<file path="src/rtl/proc_boot_sequencer_if.sv">
// Boot sequencer bundle: stimulus-side requests in, core-side controls out.
// master drives boot/halt/abort; slave (the sequencer) drives core controls.
interface proc_boot_sequencer_if #(
    parameter int PC_WIDTH = 32
);
    logic                boot_req;
    logic [PC_WIDTH-1:0] boot_pc;
    logic                proc_halt;
    logic                abort;
    logic                proc_hold;
    logic [PC_WIDTH-1:0] start_pc;
    logic                pc_valid;
    logic                busy;
    logic                done;
    logic                timeout;
    logic [31:0]         run_cycles;

    modport master (
        output boot_req, boot_pc, proc_halt, abort,
        input  proc_hold, start_pc, pc_valid, busy,
        input  done, timeout, run_cycles
    );

    modport slave (
        input  boot_req, boot_pc, proc_halt, abort,
        output proc_hold, start_pc, pc_valid, busy,
        output done, timeout, run_cycles
    );
endinterface

</file>
<file path="src/rtl/proc_boot_sequencer.sv">
// Clocked boot sequencer: holds the core in reset, launches the start PC,
// then supervises the run until halt or watchdog expiry.
module proc_boot_sequencer #(
    parameter int                   HOLD_CYCLES = 16,
    parameter int                   WDOG_CYCLES = 10000,
    parameter int                   PC_WIDTH    = 32,
    parameter logic [PC_WIDTH-1:0]  DEFAULT_PC  = '0
) (
    input  logic                   CLK,
    input  logic                   RESET,
    proc_boot_sequencer_if.slave   bus
);
    typedef enum logic [2:0] {
        S_IDLE,
        S_HOLD,
        S_LAUNCH,
        S_RUN,
        S_DONE,
        S_TIMEOUT
    } state_t;

    localparam int HCW = (HOLD_CYCLES > 1) ? $clog2(HOLD_CYCLES) : 1;
    localparam logic [HCW-1:0] HOLD_LAST = HCW'(HOLD_CYCLES - 1);
    localparam logic [31:0]    WDOG_LIM  = 32'(WDOG_CYCLES);

    state_t              state_q, state_d;
    logic [HCW-1:0]      hold_cnt_q, hold_cnt_d;
    logic [PC_WIDTH-1:0] start_pc_q, start_pc_d;
    logic [31:0]         run_q, run_d;
    logic [31:0]         run_inc;
    logic                proc_hold_q;
    logic                pc_valid_q;
    logic                busy_q;
    logic                done_q;
    logic                timeout_q;

    assign run_inc = (run_q == 32'hFFFF_FFFF) ? run_q : run_q + 32'd1;

    always_comb begin
        state_d    = state_q;
        hold_cnt_d = hold_cnt_q;
        start_pc_d = start_pc_q;
        run_d      = run_q;
        if (bus.abort && state_q != S_IDLE) begin
            state_d = S_IDLE;
        end else begin
            unique case (state_q)
                S_IDLE, S_DONE, S_TIMEOUT: begin
                    if (bus.boot_req) begin
                        state_d    = S_HOLD;
                        start_pc_d = bus.boot_pc;
                        run_d      = '0;
                        hold_cnt_d = '0;
                    end
                end
                S_HOLD: begin
                    hold_cnt_d = hold_cnt_q + HCW'(1);
                    if (hold_cnt_q == HOLD_LAST) state_d = S_LAUNCH;
                end
                S_LAUNCH: state_d = S_RUN;
                S_RUN: begin
                    // The halt cycle is counted; halt beats the watchdog.
                    run_d = run_inc;
                    if (bus.proc_halt)           state_d = S_DONE;
                    else if (run_inc >= WDOG_LIM) state_d = S_TIMEOUT;
                end
                default: state_d = S_IDLE;
            endcase
        end
    end

    always_ff @(posedge CLK) begin
        if (!RESET) begin
            state_q     <= S_IDLE;
            hold_cnt_q  <= '0;
            start_pc_q  <= DEFAULT_PC;
            run_q       <= '0;
            proc_hold_q <= 1'b1;
            pc_valid_q  <= 1'b0;
            busy_q      <= 1'b0;
            done_q      <= 1'b0;
            timeout_q   <= 1'b0;
        end else begin
            state_q     <= state_d;
            hold_cnt_q  <= hold_cnt_d;
            start_pc_q  <= start_pc_d;
            run_q       <= run_d;
            proc_hold_q <= (state_d != S_RUN);
            pc_valid_q  <= (state_d == S_LAUNCH);
            busy_q      <= (state_d == S_HOLD) || (state_d == S_LAUNCH) ||
                           (state_d == S_RUN);
            done_q      <= (state_d == S_DONE);
            timeout_q   <= (state_d == S_TIMEOUT);
        end
    end

    assign bus.proc_hold  = proc_hold_q;
    assign bus.start_pc   = start_pc_q;
    assign bus.pc_valid   = pc_valid_q;
    assign bus.busy       = busy_q;
    assign bus.done       = done_q;
    assign bus.timeout    = timeout_q;
    assign bus.run_cycles = run_q;
endmodule

</file>
<file path="src/flat_wrapper.sv">
// flat-port wrapper written by rule: the top's interface ports become plain ports
module proc_boot_sequencer_flat 
#(
    parameter int                   HOLD_CYCLES = 16,
    parameter int                   WDOG_CYCLES = 10000,
    parameter int                   PC_WIDTH    = 32,
    parameter logic [PC_WIDTH-1:0]  DEFAULT_PC  = '0
)
  (CLK, RESET, bus_boot_req, bus_boot_pc, bus_proc_halt, bus_abort, bus_proc_hold, bus_start_pc, bus_pc_valid, bus_busy, bus_done, bus_timeout, bus_run_cycles);
  proc_boot_sequencer_if #(.PC_WIDTH(PC_WIDTH)) bus_i ();
  input  logic CLK;
  input  logic RESET;
  input wire logic [$bits(bus_i.boot_req)-1:0] bus_boot_req;
  input wire logic [$bits(bus_i.boot_pc)-1:0] bus_boot_pc;
  input wire logic [$bits(bus_i.proc_halt)-1:0] bus_proc_halt;
  input wire logic [$bits(bus_i.abort)-1:0] bus_abort;
  output wire logic [$bits(bus_i.proc_hold)-1:0] bus_proc_hold;
  output wire logic [$bits(bus_i.start_pc)-1:0] bus_start_pc;
  output wire logic [$bits(bus_i.pc_valid)-1:0] bus_pc_valid;
  output wire logic [$bits(bus_i.busy)-1:0] bus_busy;
  output wire logic [$bits(bus_i.done)-1:0] bus_done;
  output wire logic [$bits(bus_i.timeout)-1:0] bus_timeout;
  output wire logic [$bits(bus_i.run_cycles)-1:0] bus_run_cycles;
  assign bus_i.boot_req = bus_boot_req;
  assign bus_i.boot_pc = bus_boot_pc;
  assign bus_i.proc_halt = bus_proc_halt;
  assign bus_i.abort = bus_abort;
  assign bus_proc_hold = bus_i.proc_hold;
  assign bus_start_pc = bus_i.start_pc;
  assign bus_pc_valid = bus_i.pc_valid;
  assign bus_busy = bus_i.busy;
  assign bus_done = bus_i.done;
  assign bus_timeout = bus_i.timeout;
  assign bus_run_cycles = bus_i.run_cycles;
  proc_boot_sequencer #(.HOLD_CYCLES(HOLD_CYCLES), .WDOG_CYCLES(WDOG_CYCLES), .PC_WIDTH(PC_WIDTH), .DEFAULT_PC(DEFAULT_PC)) u_core (.CLK(CLK), .RESET(RESET), .bus(bus_i));
endmodule
</file>
<file path="config.mk">
export PLATFORM = sky130hd
export DESIGN_NAME = proc_boot_sequencer_flat
export DESIGN_NICKNAME = d
export VERILOG_FILES = /design/src/rtl/proc_boot_sequencer_if.sv /design/src/rtl/proc_boot_sequencer.sv /design/src/flat_wrapper.sv
export SDC_FILE = /design/constraint.sdc
export NUM_CORES = 1
export LEC_CHECK = 0
export ABC_AREA = 1
export CORE_MARGIN = 2
export CORE_UTILIZATION = 35
export CTS_CLUSTER_DIAMETER = 120
export DETAILED_ROUTE_END_ITERATION = 10
export PLACE_DENSITY = 0.7
export SYNTH_ARGS = -nofsm -noshare
export SYNTH_HDL_FRONTEND = slang
export SYNTH_SLANG_ARGS = --single-unit
</file>
<file path="constraint.sdc">
create_clock -name CLK -period 2.71 [get_ports CLK]
set_clock_uncertainty 0.1 [all_clocks]
set_input_delay 0.271 -clock CLK [delete_from_list [all_inputs] [get_ports CLK]]
set_output_delay 0.271 -clock CLK [all_outputs]
set_load 0.01 [all_outputs]
</file>
==> run_results.csv <==
group,metric,value,unit
global_routing,antenna_found_initial,0,
synthesis,synthDistinctLibCells,35,
routing,via_count,4429,
setup_path,critPathKind,"flop to flop",
sta,hold_viol,0,
sta,max_freq,409,MHz
clocking,clk_latency,0.34,ns
cells_and_area,drive_gt1_frac,0.0815,
cells_and_area,layout_commonest_cell,"nand2_1",
clocking,cts_inserted_buffers,9,
synthesis,yosys_warnings,0,
floorplanning,die_w,112,um
global_routing,grt_pass1_wl,20200,um
sta,hold_ws,0.371,ns
clocking,cts_tree,"built",
cells_and_area,final_core_util,0.494,
cells_and_area,fill_cells,1167,
place,hpwl,9280,um
sta,slew_headroom,0.446,
global_routing,grt_util_all_layers,0.199,
power_and_ir_drop,power_density,477,nW/um^2
synthesis,synth_top_area_cell,"dfxtp_1",
synthesis,netlist_area,4100,sq um
synthesis,syn_inst,649,
place,gp_congestion,0.932,
global_routing,overflow,0,
clocking,clock-sinks,76,
cells_and_area,final_cell_mix,"nand2_1, nor2_1, clkdlybuf4s50_1, dfxtp_1, o21ai_0",
place,place_area,5340,sq um
setup_path,path_max_fanout,6,
setup_path,worst_setup_path_start_kind,"flop",
sta,setup_viol,0,
sta,slew_violations,0,
routing,viasPerCell,4.90,
routing,ant_nets,0,
power_and_ir_drop,p_leak,2.22,nW
setup_path,critPathRequiredTime,2.84,ns
outcome,outcome,"finished, final reports clean",
cells_and_area,antenna_cells,0,
sta,layout_setup_ws,0.263,ns
synthesis,syn_nets,688,
clocking,htreeDepth,3,
sta,worstMarginPinSlew,0.828,ns
floorplanning,core,11400,sq um
sta,finalCriticalPeriod,2.45,ns
cells_and_area,final_cell_area,5640,sq um
synthesis,ys_seq_elements,76,
power_and_ir_drop,peakVddDrop,0.305,mV
global_routing,grt_max_degree,38,
sta,fin_setup_tns,0,ns
routing,drt_first_iter_violations,228,
cells_and_area,layout.nets,795,
floorplanning,start_util,0.359,
setup_path,cp-end-kind,"flop",
place,dpl_worst_slack,0.158,ns
flow_run,cap_violations,0,
cells_and_area,area_delta_synth_final,37.6,%
floorplanning,die_h,112,um
floorplanning,rows,39,
setup_path,critPathArrivalTime,2.57,ns
global_routing,grt_pass1_vias,4344,
place,portBuffers,105,
clocking,clockBufferDepth,2,
synthesis,synth_top_area_share,0.371,
routing,drt-wirelength-per-cell,13.6,um
synthesis,synthTopCellsByArea,"dfxtp_1, nand2_1, nor2_1, o21ai_0, a21oi_1",
routing,wl,12300,um
floorplanning,dieArea,12600,sq um
sta,timing.final.crit_share,0.903,
worst_hold_path,min_path_type,"flop to flop",
routing,dr.pass1.iters,4,
sta,rsz0062_at_grt,"false",
clocking,clkTransAtPathRegs,0.06,ns
clocking,post_cts.repair.setup_buffers,0,
routing,drc_errors,0,
clocking,root_buffer,"clkbuf_16",
floorplanning,pin_count,106,
synthesis,yosysSeqAreaShare,0.371,
synthesis,syn_avg_cell_area,6.32,sq um
[path summary, 6_finish.rpt]
check / startpoint / to / slack (ns) / depth (start not counted)
hold / removal: u_core.hold_cnt_q[2]$_SDFFE_PN0P_ / u_core.hold_cnt_q[2]$_SDFFE_PN0P_ / 0.37 / 1
hold reg to reg: u_core.hold_cnt_q[2]$_SDFFE_PN0P_ / u_core.hold_cnt_q[2]$_SDFFE_PN0P_ / 0.37 / 1
setup / recovery: u_core.bus.run_cycles[11]$_SDFFE_PN0P_ / u_core.state_q[2]$_SDFF_PN0_ / 0.26 / 17
setup reg to reg: u_core.bus.run_cycles[11]$_SDFFE_PN0P_ / u_core.state_q[2]$_SDFF_PN0_ / 0.26 / 17
[worst max-delay path: stages (launching register included)]
cell	delay, ns
dfxtp_1	0.44
nand2_1	0.18
nor2_4	0.20
nand2_1	0.12
nor2_1	0.15
nand2_1	0.07
nand2_1	0.05
nand2_1	0.10
clkinv_1	0.06
nand3_1	0.06
nor2_1	0.18
nand2_1	0.11
nor2_2	0.13
nand2_1	0.06
o21ai_1	0.12
nand2_1	0.07
nand2_2	0.08
nor2_1	0.05
[repair_timing]
action / in CTS / in global routing
hold buffers: 0 / 0
gates resized for setup: 0 / 7
setup endpoints to repair: 0 / 7
[Yosys cell counts (all sizes together)]
cell type / count
a211oi: 2
a21oi: 34
a31oi: 2
buf: 4
clkbuf: 20
clkinv: 4
dfxtp: 76
ha: 2
inv: 41
nand2: 205
nand3: 27
nand3b: 10
nand4: 6
nor2: 150
nor3: 6
o211a: 1
o21ai: 48
o21bai: 1
o22ai: 1
o31ai: 1
xnor2: 3
xor2: 5
[power by group]
part	switching (mW)	internal, mW	leakage (nW)
Combinational	0.192	0.191	1.47
Sequential	0.0343	1.18	0.621
Clock	0.473	0.623	0.126
[sequential cells by signal, summed over array words and instances, names as in the netlist]
name and cells:
u_core.bus.timeout 1, u_core.bus.busy 1, u_core.bus.run_cycles 32, u_core.state_q 3, u_core.bus.proc_hold 1, u_core.bus.pc_valid 1
u_core.bus.start_pc 32, u_core.bus.done 1, u_core.hold_cnt_q 4
[through the flow]
| step | instances | power [mW] |
|---|---|---|
| final | 904 | 2.69 |
| after global placement | 888 | 1.61 |
| after global routing | 904 | 2.82 |
| after floorplan | 649 | 1.40 |
| after detailed placement | 888 | 1.62 |
| after CTS | 904 | 2.72 |
[layer usage]
layer / vias to the layer above / GRT usage / wire length (um)
met2: 147 / 0.330 / 5720
met5: - / 0 / 0
li1: 2266 / - / -
met1: 1994 / 0.230 / 5210
met3: 22 / 0.0713 / 1070
met4: 0 / 0.0911 / 315
[kinds of logic (layout without fill, tap and decap cells)]
family          after synthesis  in the layout  synth area share
compound gates               90             90             0.118
buf+inv                      69            181            0.0662
fa+ha+maj                     2              2           0.00610
simple gates                404            404             0.422
flops                        76             76             0.371
xor+xnor                      8              8            0.0171
[final cells by class]
class | instances | area (sq um) | share of cell area
Tap cell | 143 | 179 | 0.0317
Sequential cell | 76 | 1520 | 0.270
Inverter | 45 | 169 | 0.0299
Clock buffer | 11 | 233 | 0.0412
Clock inverter | 5 | 37.5 | 0.00665
Multi-Input combinational cell | 504 | 2340 | 0.415
Timing Repair Buffer | 120 | 1160 | 0.206
(Power assumes the default switching activity.)
